$ cat src/rtl/fetch_unit.sv
// Instruction fetch unit: sequential PC, combinational instruction memory read,
// and a 2-entry {address, word} queue toward the decoder with one-per-cycle throughput.
module fetch_unit #(
   parameter int           N        = 10,
   parameter int           M        = 16,
   parameter logic [N-1:0] RESET_PC = '0
) (
   input  logic         clk,
   input  logic         rst_n,
   input  logic         fetch_en,
   input  logic         redirect,
   input  logic [N-1:0] redirect_pc,
   output logic [N-1:0] mem_addr,
   input  logic [M-1:0] mem_data,
   output logic         instr_valid,
   output logic [M-1:0] instr,
   output logic [N-1:0] instr_pc,
   input  logic         instr_ready
);

   logic [N-1:0] pc;
   logic [1:0]   count;
   logic [N-1:0] addr0, addr1;
   logic [M-1:0] word0, word1;
   logic         pop, push;

   assign mem_addr    = pc;
   assign instr_valid = (count != 2'd0);
   assign instr       = instr_valid ? word0 : '0;
   assign instr_pc    = instr_valid ? addr0 : '0;

   // A redirect overrides both handshakes; a full queue still accepts a push when it also pops.
   assign pop  = instr_valid && instr_ready && !redirect;
   assign push = fetch_en && !redirect && ((count != 2'd2) || pop);

   always_ff @(posedge clk or negedge rst_n) begin
      if (!rst_n) begin
         pc    <= RESET_PC;
         count <= 2'd0;
      end else if (redirect) begin
         pc    <= redirect_pc;
         count <= 2'd0;
      end else begin
         if (push)
            pc <= pc + N'(1);
         case ({push, pop})
            2'b10:   count <= count + 2'd1;
            2'b01:   count <= count - 2'd1;
            default: count <= count;
         endcase
      end
   end

   // Entry 0 is always the head; payload needs no reset because count gates the outputs.
   always_ff @(posedge clk) begin
      if (pop && !push) begin
         addr0 <= addr1;
         word0 <= word1;
      end else if (push) begin
         if (count == 2'd0 || (count == 2'd1 && pop)) begin
            addr0 <= pc;
            word0 <= mem_data;
         end else if (count == 2'd1) begin
            addr1 <= pc;
            word1 <= mem_data;
         end else begin
            addr0 <= addr1;
            word0 <= word1;
            addr1 <= pc;
            word1 <= mem_data;
         end
      end
   end

endmodule

$ cat config.mk
export PLATFORM = sky130hd
export DESIGN_NAME = fetch_unit
export DESIGN_NICKNAME = d
export VERILOG_FILES = /design/src/rtl/fetch_unit.sv
export SDC_FILE = /design/constraint.sdc
export NUM_CORES = 1
export LEC_CHECK = 0
export CAP_MARGIN = 0
export CORE_MARGIN = 4
export CORE_UTILIZATION = 45
export CTS_CLUSTER_SIZE = 10
export DETAILED_ROUTE_END_ITERATION = 7
export GPL_ROUTABILITY_DRIVEN = 0
export PLACE_DENSITY = 0.77
export SLEW_MARGIN = 40
export SYNTH_ARGS = -nofsm -noshare
export SYNTH_HDL_FRONTEND = slang
export SYNTH_SLANG_ARGS = --single-unit
$ cat constraint.sdc
create_clock -name clk -period 3.1 [get_ports clk]
set_input_delay 0.465 -clock clk [delete_from_list [all_inputs] [get_ports clk]]
set_output_delay 0.465 -clock clk [all_outputs]
set_load 0.005 [all_outputs]
After elaboration in Yosys (flattened, before gate mapping)
Cells that the tools add are included.
{ "totals": {"ramBits": 0, "mem_count": 0, "inputBits": 31, "latchBits": 0, "mem_bits_ro": 0, "reg_bits": 64, "wordCells": 47, "output_inout_bits": 37} }
{ "op_classes": {"n_bitwise": 2, "mux": 14, "n_reduce_logical": 17, "eq_ne": 5, "n_mul": 0, "order_cmp": 0, "n_shift": 0, "div": 0, "addsub": 3} }
{ "op_table": {"columns": ["operator", "n"], "rows": [
  ["16-bit 2-to-1 mux", 5],
  ["10-bit 2-to-1 mux", 7],
  ["10-bit by 1-bit adder with 10-bit output, second input constant", 1],
  ["1-bit logical AND", 6],
  ["2-bit nonzero test", 3],
  ["2-bit by 1-bit equality test with 1-bit output, second input constant", 2],
  ["2-bit case mux with 2 select lines", 1],
  ["3-bit by 2-bit != test with 1-bit output, second input constant", 1],
  ["3-bit AND reduction", 1],
  ["3-bit nonzero test", 1],
  ["2-bit by 1-bit adder with 2-bit output, second input constant", 1],
  ["2-bit equality test, second input constant", 1],
  ["1-bit logical NOT", 2],
  ["2-bit logical NOT", 1],
  ["1-bit logical OR", 2],
  ["2-bit 2-to-1 mux", 1],
  ["2-bit != test, second input constant", 1],
  ["1-bit inverter", 2],
  ["2-bit AND reduction", 1],
  ["2-bit by 1-bit subtractor with 2-bit output, second input constant", 1]
]} }

Depth between registers and ports, before layout
Gate-level depths: netlist of the first run.
{ "depth": {"word_depth": 9, "depth_mapped": 7, "ltp_nobuf": 6} }

Worst setup path before layout of the first run
Ideal clock, no wire load.
{ "synth_timing": {"kind": "register to register", "from": "reg count[0]", "to": "reg addr0[0], enable pin", "setup_time_ns": 0.418, "slack_ns": 0.227, "arrival_ns": 2.455, "t_required_ns": 2.682, "stages_incl_launch_ff": 6, "cell_sequence": "dfrtp_1 inv_1 ha_1 clkbuf_1 o21ai_0 a21oi_1"} }
{ "synth_via": {"elab_chain_cells": 9, "word_cells_on_any_way": 15, "classes_between": "eq/ne: 3; reduce/logical: 12"} }
{ "synth_rtl": {"columns": ["element", "line", "source"], "rows": [
  ["start, declared", "22", "logic [1:0] count;"],
  ["start signal, assigned", "47", "2'b10: count <= count + 2'd1;"],
  ["start signal, assigned", "48", "2'b01: count <= count - 2'd1;"],
  ["start signal, assigned", "49", "default: count <= count;"],
  ["2-bit nonzero test", "28", "assign instr_valid = (count != 2'd0);"],
  ["1-bit logical AND (2 in a row)", "33", "assign pop = instr_valid && instr_ready && !redirect;"],
  ["1-bit logical OR", "34", "assign push = fetch_en && !redirect && ((count != 2'd2) || pop);"],
  ["1-bit logical AND", "34", null],
  ["1-bit logical NOT", "56", "if (pop && !push) begin"],
  ["1-bit logical AND", "56", null],
  ["3-bit by 2-bit != test with 1-bit output (no source line) / 2-bit nonzero test (equally long branches)", null, null],
  ["2-bit AND reduction (no source line) *", null, null],
  ["end signal, assigned", "57", "addr0 <= addr1;"],
  ["end signal, assigned", "61", "addr0 <= pc;"],
  ["end signal, assigned", "67", "addr0 <= addr1;"],
  ["end, declared", "23", "logic [N-1:0] addr0, addr1;"]
]} }
Mark *: on every way between the ends. The rest lies on a longest branch, timed or not.
A chain may end at the register's enable or synchronous reset.

Worst setup path after layout of the first run
{ "layout_timing": {"from": "reg count[0]", "to": "out instr[12]"} }
{ "layout_via": {"elab_chain_cells": 2} }
{ "layout_rtl": {"columns": ["element", "line", "source"], "rows": [
  ["2-bit nonzero test", "28", null],
  ["16-bit 2-to-1 mux", "29", "assign instr = instr_valid ? word0 : '0;"],
  ["end, declared", "16", "output logic [M-1:0] instr,"]
]} }
Every way passes these cells.

==> results.ini, run 1 <==
[status]
outcome=finished, final reports clean

[sta]
fin_tns_setup_ns=0
slew_viol_final=0
tightestPinTransition_ns=0.658
fin_ws_ns=0.414
post-route-period-util=0.866
finalCriticalPeriod_ns=2.69
setup_violations=0
hold_viol_final=0
max_freq_ghz=0.372
rsz0062_at_grt=no
skew_ns=0.00483
timing.slew.headroom=0.562

[routing]
maxUsedRoutingLayer=met4
drc=0
firstDrtPassIters=4
ant_nets=0
wl_met2_mm=2.44
wl_per_cell_um=15.0
via_count=1779
wl_met3_um=329
drtIter0Drc=69
viasPerCell=5.00
wl_mm=5.35
drt-met1-wl_mm=2.49

[logic_synthesis]
synth_ff_type=edfxtp_1
seq_area_frac_synth=0.652
yosysWarnings=0
ys_top_cells_by_count=52 x edfxtp_1, 27 x nor2b_1, 24 x mux2_2
synth_area_leaders=edfxtp_1 55%, dfrtp_1 11%, mux2_2 9.5%, nor2b_1 5.9%, o21ai_0 2.1%
synth_cells=199
synth.distinct_cells=33
synth_area_leader_cell=edfxtp_1
synth_top_area_share=0.547
avgSynthCellArea_um2=14.4
synthMostInstantiatedCell=edfxtp_1
synth-edff-count=52
async_flop_share=0.188
syn_area_um2=2860
syn_nets=234
ys_ff_latch=64

[min_path]
min-delay-path-class=in -> async

[layout]
regArea_um2=1860
instances_no_fill=356
diodes=0
multi_input_area_um2=935
n_fill_cell=477
drive_above_1_share=0.178
area_delta_synth_final_pct=32.7
finalNetCount=311

[power_and_ir_drop]
switching_share=0.296
clockPowerShare=0.180
p_leak_nw=1.34
peakVddDrop_mv=0.619
comb_power_share=0.422
power_density_nw_per_um2=839
p_seq_frac=0.399
p_sw_mw=0.942
intPower_mw=2.24

[setup_path]
cp-end-kind=output port
rr_endpoint=addr0[1]
worstPathRequired_ns=2.63
rr_worst_depth=5
path_class=reg -> out
cp-start-kind=flip-flop
arrival_ns=2.22
rrSetupSlack_ns=0.91
worst-path-max-fanout=17
worst_r2r_startpoint=count[0]

[floorplan]
die_area_um2=7690
die_h_um=87.7
die_w_um=87.7
num_rows=28
ioPinCount=68
start_util=0.474
core-area_um2=6030

[flow_run]
maxCapViolCount=0

[global_routing]
grt.total_usage=0.155
grt_first_pass_wirelength_mm=9.04
overflow=0
grt_pass1_vias=1850
antenna_found_initial=0
grt_start_max_net_pins=28

[clock_network]
clkTransAtPathRegs_ns=0.06
clock_latency_ns=0.32
postCtsHoldBufs=0
post-cts-setup-buffer-count=0
tritoncts.num_buffers=9
h-tree-depth=3
clock_path_buffers=2
cts-root-buf=clkbuf_8
cts_tree=done
cts.sinks=64
cts_resized=0

[placed_design]
dp_hpwl_mm=3.76
pre_cts_ws_ns=0.713
dpl.cell_count=340
io_buffers=67

[cell type report]
class | count | share of cell area
sequential | 64 | 0.491
clock buffer | 11 | 0.0347
multi-input combinational | 121 | 0.247
timing repair buffer | 74 | 0.191
tap | 75 | 0.0248
clock inverter | 5 | 0.00627
inverter | 6 | 0.00594
[cell usage in the layout, fill, tap and decap left out, drive strengths merged, types with 6 or more instances in the layout]
| cell type | n |
|---|---|
| buf | 7 |
| clkbuf | 11 |
| clkdlybuf4s50 | 67 |
| dfrtp | 12 |
| edfxtp | 52 |
| inv | 6 |
| mux2 | 25 |
| nand2 | 10 |
| nor2 | 6 |
| nor2b | 28 |
| o21ai | 12 |
[worst max-delay path by stage]
stage | start | endpoint | cells after the start
after CTS | count[0] | instr[12] | 5
final | count[0] | instr[12] | 5
after global placement | fetch_en | addr0[5] | 5
after floorplan | count[0] | addr0[0] | 5
after detailed placement | fetch_en | word0[9] | 5
after global routing | count[1] | instr[12] | 5
[critical path, cell delays in order, from the launching register on]
cell	delay, ns
dfrtp_1	0.39
inv_1	0.11
ha_1	0.59
buf_4	0.29
nor2b_1	0.06
clkdlybuf4s50_1	0.44
[sequential cells by signal, summed over array words and instances (netlist names)]
name	cells
count	2
mem_addr	10
word0	16
addr1	10
addr0	10
word1	16
[stage by stage]
step                utilization  hold slack (ns)  instance area (um^2)  power (mW)
floorplan                     -            0.169                  2860        2.04
global route              0.629            0.551                  3790        3.40
finish                    0.629            0.503                  3790        3.18
global placement          0.603            0.507                  3640        2.62
CTS                       0.629            0.518                  3790        3.23
detailed placement        0.603            0.517                  3640        2.66
[power by group through the flow]
stage / registers [mW] / clock network (mW) / logic, mW
after floorplan: 1.27 / 0 / 0.771
after global placement: 1.28 / 0 / 1.34
after detailed placement: 1.29 / 0 / 1.37
after CTS: 1.27 / 0.591 / 1.37
after global routing: 1.29 / 0.636 / 1.47
final: 1.27 / 0.571 / 1.34
[metal layers]
metal	up-vias	GRT usage
met5	-	0
met4	0	0.0711
met3	8	0.0395
met2	58	0.242
met1	825	0.204
li1	888	-
[logic make-up after synthesis]
family / synth area share
flops: 0.652
compound gates: 0.0670
buf+inv: 0.0223
simple gates: 0.114
mux: 0.106
xor+xnor: 0.0215
fa+ha+maj: 0.0175
Power figures use the tool's default switching activity.
==> run 2, diff against run 1 <==
--- a/config.mk
+++ b/config.mk
@@ -10,7 +10,6 @@
 export CORE_UTILIZATION = 45
 export CTS_CLUSTER_SIZE = 10
 export DETAILED_ROUTE_END_ITERATION = 7
-export GPL_ROUTABILITY_DRIVEN = 0
 export PLACE_DENSITY = 0.77
 export SLEW_MARGIN = 40
 export SYNTH_ARGS = -nofsm -noshare
==> results of run 2 <==
The final DEF is identical to that of run 1; final timing and power are the same.
